`config.mk`:
```
export PLATFORM = sky130hd
export DESIGN_NAME = pe_inject_queue_flat
export DESIGN_NICKNAME = d
export VERILOG_FILES = /design/src/rtl/pe_inject_queue_if.sv /design/src/rtl/pe_inject_queue.sv /design/src/flat_wrapper.sv
export SDC_FILE = /design/constraint.sdc
export NUM_CORES = 1
export LEC_CHECK = 0
export CORE_UTILIZATION = 30
export CTS_BUF_LIST = sky130_fd_sc_hd__clkbuf_4 sky130_fd_sc_hd__clkbuf_8
export DETAILED_ROUTE_END_ITERATION = 8
export GPL_TIMING_DRIVEN = 0
export PLACE_DENSITY_LB_ADDON = 0.2
export SYNTH_ARGS = -nofsm -noshare
export SYNTH_HDL_FRONTEND = slang
export SYNTH_SLANG_ARGS = --single-unit
```
`constraint.sdc`:
```
create_clock -name clk -period 7.2 [get_ports clk]
set_input_delay 0.72 -clock clk [delete_from_list [all_inputs] [get_ports clk]]
set_output_delay 0.72 -clock clk [all_outputs]
set_load 0.01 [all_outputs]
```
`src/rtl/pe_inject_queue_if.sv`:
```
// rtl/pe_inject_queue_if.sv - PE-to-router flit handshake bundle for the injection queue
interface pe_inject_queue_if #(
  parameter int DataWidth = 40
);
  logic [DataWidth-1:0] i_data;
  logic                 i_data_valid;
  logic                 o_data_ready;
  logic [DataWidth-1:0] o_data;
  logic                 o_data_valid;
  logic                 i_data_ready;

  // Traffic side: drives the PE flit and the router ready.
  modport master (
    output i_data, i_data_valid, i_data_ready,
    input  o_data_ready, o_data, o_data_valid
  );

  // Queue side.
  modport slave (
    input  i_data, i_data_valid, i_data_ready,
    output o_data_ready, o_data, o_data_valid
  );
endinterface

```
`src/rtl/pe_inject_queue.sv`:
```
// rtl/pe_inject_queue.sv - FWFT injection queue with dest filtering and traffic statistics
module pe_inject_queue #(
  parameter int DataWidth    = 40,
  parameter int AddressWidth = 5,
  parameter int numPE        = 32,
  parameter int Depth        = 8,
  parameter int CntWidth     = 16
) (
  input  logic                     clk,
  input  logic                     rst,
  pe_inject_queue_if.slave         bus,
  output logic [CntWidth-1:0]      o_sent_count,
  output logic [CntWidth-1:0]      o_drop_count,
  output logic [$clog2(Depth):0]   o_high_water
);
  localparam int PtrW = $clog2(Depth);
  localparam int OccW = PtrW + 1;
  localparam logic [AddressWidth:0] NumPeL = (AddressWidth + 1)'(numPE);

  logic [DataWidth-1:0]    mem [Depth];
  logic [PtrW-1:0]         wr_ptr;
  logic [PtrW-1:0]         rd_ptr;
  logic [PtrW-1:0]         rd_ptr_inc;
  logic [OccW-1:0]         occ;
  logic [OccW-1:0]         occ_next;
  logic [DataWidth-1:0]    head_q;
  logic [DataWidth-1:0]    head_next;
  logic [AddressWidth-1:0] dest;
  logic                    push;
  logic                    pop;
  logic                    legal;
  logic                    wr_en;

  assign dest       = bus.i_data[32+AddressWidth:33];
  // A flit is only worth queueing if its valid bit is set and it targets a real PE.
  assign legal      = bus.i_data[DataWidth-1] & ({1'b0, dest} < NumPeL);
  // Router ready passes straight through so a full queue can still swap a flit per cycle.
  assign bus.o_data_ready = (occ < OccW'(Depth)) | bus.i_data_ready;
  assign bus.o_data_valid = (occ != '0);
  assign bus.o_data       = head_q;
  assign push       = bus.i_data_valid & bus.o_data_ready;
  assign pop        = bus.o_data_valid & bus.i_data_ready;
  assign wr_en      = push & legal;
  assign rd_ptr_inc = rd_ptr + 1'b1;

  // Occupancy moves only when exactly one of a kept push or a pop happens.
  always_comb begin
    occ_next = occ;
    if (wr_en && !pop) begin
      occ_next = occ + 1'b1;
    end else if (!wr_en && pop) begin
      occ_next = occ - 1'b1;
    end
  end

  // Next head: the entry behind the popped one, or the incoming flit when the queue runs dry.
  always_comb begin
    head_next = head_q;
    if (pop && (occ > OccW'(1))) begin
      head_next = mem[rd_ptr_inc];
    end else if (wr_en && ((occ == '0) || (pop && (occ == OccW'(1))))) begin
      head_next = bus.i_data;
    end
  end

  // Storage array holds every queued flit, head included; it needs no reset.
  always_ff @(posedge clk) begin
    if (wr_en) begin
      mem[wr_ptr] <= bus.i_data;
    end
  end

  // Pointers, occupancy, registered head and saturating statistics.
  always_ff @(posedge clk or negedge rst) begin
    if (!rst) begin
      wr_ptr       <= '0;
      rd_ptr       <= '0;
      occ          <= '0;
      head_q       <= '0;
      o_sent_count <= '0;
      o_drop_count <= '0;
      o_high_water <= '0;
    end else begin
      occ    <= occ_next;
      head_q <= head_next;
      if (wr_en) begin
        wr_ptr <= wr_ptr + 1'b1;
      end
      if (pop) begin
        rd_ptr <= rd_ptr_inc;
      end
      if (pop && (o_sent_count != '1)) begin
        o_sent_count <= o_sent_count + 1'b1;
      end
      if (push && !legal && (o_drop_count != '1)) begin
        o_drop_count <= o_drop_count + 1'b1;
      end
      if (occ_next > o_high_water) begin
        o_high_water <= occ_next;
      end
    end
  end
endmodule

```
`src/flat_wrapper.sv`:
```
// flat-port wrapper written by rule: the top's interface ports become plain ports
module pe_inject_queue_flat 
#(
  parameter int DataWidth    = 40,
  parameter int AddressWidth = 5,
  parameter int numPE        = 32,
  parameter int Depth        = 8,
  parameter int CntWidth     = 16
)
  (clk, rst, o_sent_count, o_drop_count, o_high_water, bus_i_data, bus_i_data_valid, bus_i_data_ready, bus_o_data_ready, bus_o_data, bus_o_data_valid);
  pe_inject_queue_if #(.DataWidth(DataWidth)) bus_i ();
  input  logic clk;
  input  logic rst;
  output logic [CntWidth-1:0] o_sent_count;
  output logic [CntWidth-1:0] o_drop_count;
  output logic [$clog2(Depth):0] o_high_water;
  input wire logic [$bits(bus_i.i_data)-1:0] bus_i_data;
  input wire logic [$bits(bus_i.i_data_valid)-1:0] bus_i_data_valid;
  input wire logic [$bits(bus_i.i_data_ready)-1:0] bus_i_data_ready;
  output wire logic [$bits(bus_i.o_data_ready)-1:0] bus_o_data_ready;
  output wire logic [$bits(bus_i.o_data)-1:0] bus_o_data;
  output wire logic [$bits(bus_i.o_data_valid)-1:0] bus_o_data_valid;
  assign bus_i.i_data = bus_i_data;
  assign bus_i.i_data_valid = bus_i_data_valid;
  assign bus_i.i_data_ready = bus_i_data_ready;
  assign bus_o_data_ready = bus_i.o_data_ready;
  assign bus_o_data = bus_i.o_data;
  assign bus_o_data_valid = bus_i.o_data_valid;
  pe_inject_queue #(.DataWidth(DataWidth), .AddressWidth(AddressWidth), .numPE(numPE), .Depth(Depth), .CntWidth(CntWidth)) u_core (.clk(clk), .rst(rst), .bus(bus_i), .o_sent_count(o_sent_count), .o_drop_count(o_drop_count), .o_high_water(o_high_water));
endmodule
```
==> results.sh <==
export IMPL_status="finished, final reports clean"
export IMPL_relSlewSlack_pct=40.75
export IMPL_htreeDepth=3
export IMPL_worstPathMaxFanout=13
export IMPL_max_cap_viol_count=0
export IMPL_synth_cell_type_count=53
export IMPL_cpMostUsedCell="xnor2_1"
export IMPL_synth_top_area_share_pct=59.27
export IMPL_postCtsSetupBuffers=0
export IMPL_fmax_mhz=294.8
export IMPL_ys_flop_type="edfxtp_1"
export IMPL_post_dp_hpwl_mm=25.93
export IMPL_hold_viol=0
export IMPL_setup_viol=0
export IMPL_clk_pin_slew_ns=0.06
export IMPL_synth_adder_area_share_pct=0.8489
export IMPL_crit_path_top_delay_cell="clkdlybuf4s50_1"
export IMPL_yosys_mux_area_fraction_pct=11.78
export IMPL_leakage_uw=0.006884
export IMPL_synth_edf_count=320
export IMPL_portBuffers=121
export IMPL_drtAntennaViolNets=0
export IMPL_skew_ns=0.03544
export IMPL_die_area_mm2=0.05498
export IMPL_powerDensity_mw_per_mm2=411.7
export IMPL_syn_nets=972
export IMPL_postCtsHoldBufs=0
export IMPL_synthSimpleGateAreaFrac_pct=6.305
export IMPL_netlist_top_cell_by_area="edfxtp_1"
export IMPL_synth_top_family_by_area="multiplexers"
export IMPL_rsz0062_at_grt="false"
export IMPL_grt_max_degree=59
export IMPL_numPlacedInstances=1759
export IMPL_start_util_pct=30.61
export IMPL_synth_compound_area_share_pct=4.924
export IMPL_fin_crit_ns=3.392
export IMPL_syn_area_per_cell_um2=17.68
export IMPL_drc=0
export IMPL_synth_area_leaders="edfxtp_1 (59%), dfrtp_1 (13%), mux4_2 (11%)"
export IMPL_cts_resized=0
export IMPL_grt_pass1_wl_mm=60.00
export IMPL_wirelength_mm=40.65
export IMPL_antenna_found_initial=2
export IMPL_grt_ovfl_total=0
export IMPL_arrival_ns=3.87
export IMPL_synth_area_mm2=0.01621
export IMPL_num_io_pins=122
export IMPL_fp_coreArea_mm2=0.05297
export IMPL_path_cells="clkdlybuf4s50_1 -> nand2_1 -> nor2_2 -> xnor2_1 -> xnor2_1 -> inv_1 -> ha_1 -> nand4_1 -> o21ai_0 -> a21oi_1 -> mux2_2"
export IMPL_grt_pass1_vias=9319
export IMPL_drtIter0Drc=607
export IMPL_die_y_um=234.5
export IMPL_cts_sinks=406
export IMPL_synth_warning_count=0
export IMPL_worst_setup_path_end_kind="register"
export IMPL_setup_ws_ns=3.808
export IMPL_clockBufferDepth=3
export IMPL_die_w_um=234.5
export IMPL_start_kind="primary input"
export IMPL_ys_ff_latch=406
export IMPL_nets=1202
export IMPL_fin_crit_sh_pct=47.11
export IMPL_instances_no_fill=1893
export IMPL_place_ws_ns=3.254
export IMPL_ys_seq_area_share_pct=72.54
export IMPL_async_reset_ff_share_pct=21.18
export IMPL_synth_xor_area_share_pct=1.945
export IMPL_worstSetupPathType="primary input to register"
export IMPL_drive_gt1_share_pct=23.42
export IMPL_numCtsBuffers=74
export IMPL_peakVddDrop_mv=0.1958
export IMPL_tightestPinTransition_ns=0.8888
export IMPL_firstDrtPassIters=5
export IMPL_cts_root_buf="clkbuf_8"
export IMPL_row_count=84
export IMPL_wl_per_cell_um=21.47
export IMPL_syn_to_final_growth_pct=24.52
export IMPL_via_per_inst=4.831
export IMPL_grt_usage_pct=15.01
export IMPL_via_count=9145
export IMPL_cpPeakStageDelay_ns=0.84
export IMPL_worstPathRequired_ns=7.68
export IMPL_gp_congestion=0.7628
export IMPL_synth_cells=917
export IMPL_worstRegToRegCells=11
export IMPL_cts_tree="built"
export IMPL_slew_viol_final=0
export IMPL_insertion_delay_ns=0.64
export IMPL_hp_class="primary input to asynchronous set/reset pin"
-- stage by stage --
step                      hold slack, ns  utilization [%]  area (um^2)  total power, uW  setup TNS (ns)
after floorplan                   0.4244                -        16210             5140               0
after global placement            0.4736            34.52        18290             6258         -409.16
after detailed placement          0.4763            35.37        18730             6312               0
after CTS                        0.03199            38.11        20190             8470               0
after global routing             0.05785            38.11        20190             8780               0
final                            0.05807            38.11        20190             8311               0
-- worst paths after layout --
path / from / end / slack (ns)
max: bus_i_data[39] / u_core.o_high_water[1] / 3.81
min: rst / u_core.rd_ptr[0] / 0.06
max reg2reg: u_core.occ[0] / u_core.o_high_water[1] / 4.12
min reg2reg: u_core.bus.o_data[8] / u_core.bus.o_data[8] / 0.48
max in group asynchronous: rst / u_core.o_sent_count[0] / 6.43
min in group clk: u_core.bus.o_data[8] / u_core.bus.o_data[8] / 0.48
-- placed cells by master, fill, tap and decap left out, drive strengths merged, types with 11 or more instances in the layout --
master / synthesis / routed
xor2: 13 / 13
nand4: 12 / 12
o21ai: 75 / 75
nor2b: 39 / 39
dfrtp: 86 / 86
a211oi: 37 / 37
clkbuf: 17 / 117
nand3: 16 / 16
nor3: 12 / 12
xnor2: 23 / 23
ha: 11 / 11
mux4: 79 / 79
edfxtp: 320 / 320
inv: 12 / 12
buf: 27 / 61
nor2: 21 / 21
clkdlybuf4s50: 0 / 120
clkinv: 0 / 31
nand2: 63 / 63
-- cells by family (layout without fill, tap and decap cells) --
| family | after synthesis | count (layout) |
|---|---|---|
| other | 0 | 1 |
| adder cells (fa/ha/maj) | 11 | 11 |
| flip-flops | 406 | 406 |
| multiplexers | 91 | 91 |
| buffers and inverters | 56 | 343 |
| XOR/XNOR | 36 | 36 |
| AO/OA/AOI/OAI | 131 | 131 |
| AND/OR/NAND/NOR | 186 | 186 |
-- power by group --
group          internal (uW)  switching, uW
sequential              2850            193
clock                   1160            959
combinational           1570           1590
-- cells in the mapped netlist (all sizes together) (5+ instances only) --
| cell | count |
|---|---|
| nor4 | 9 |
| nor3 | 12 |
| mux2 | 8 |
| mux4 | 79 |
| nand4 | 12 |
| o21ai | 75 |
| buf | 27 |
| clkbuf | 17 |
| nand3 | 16 |
| ha | 11 |
| nand2 | 63 |
| edfxtp | 320 |
| nor2 | 21 |
| xor2 | 13 |
| a211oi | 37 |
| dfrtp | 86 |
| a31oi | 5 |
| nor2b | 39 |
| xnor2 | 23 |
| inv | 12 |
-- routing by layer --
layer	track usage (%)	up-vias	wire (um)	share of wire [%]
met4	4.133	2	746	1.8
met1	21.26	4702	18920	47
met2	22.67	278	18440	45
met5	0	-	17	0.042
li1	-	4091	-	-
met3	3.961	72	2524	6.2
-- layout make-up --
cell class	instances	area (um^2)
fillers	4971	32780
flip-flops and latches	406	11760
multi-input cells	455	4232
repair buffers	154	1612
clock buffers	100	1282
well taps	688	860.8
plain buffers	44	224.0
clock inverters	33	168.9
inverters	12	45.04
diodes	1	2.502
-- flip-flops by register name, summed over array words and instances (netlist names) --
register             flops
u_core.bus.o_data       40
u_core.mem             320
u_core.o_drop_count     16
u_core.o_high_water      4
u_core.o_sent_count     16
u_core.occ               4
u_core.rd_ptr            3
u_core.wr_ptr            3
-- worst max-delay path: cells and delay by family --
kind / cells / cell delay (ns)
fa+ha+maj: 1 / 0.28
mux: 1 / 0.38
simple gates: 3 / 0.75
buf+inv: 2 / 0.92
compound gates: 2 / 0.44
xor+xnor: 2 / 0.37
No activity file was read; power rests on OpenSTA's default activity.
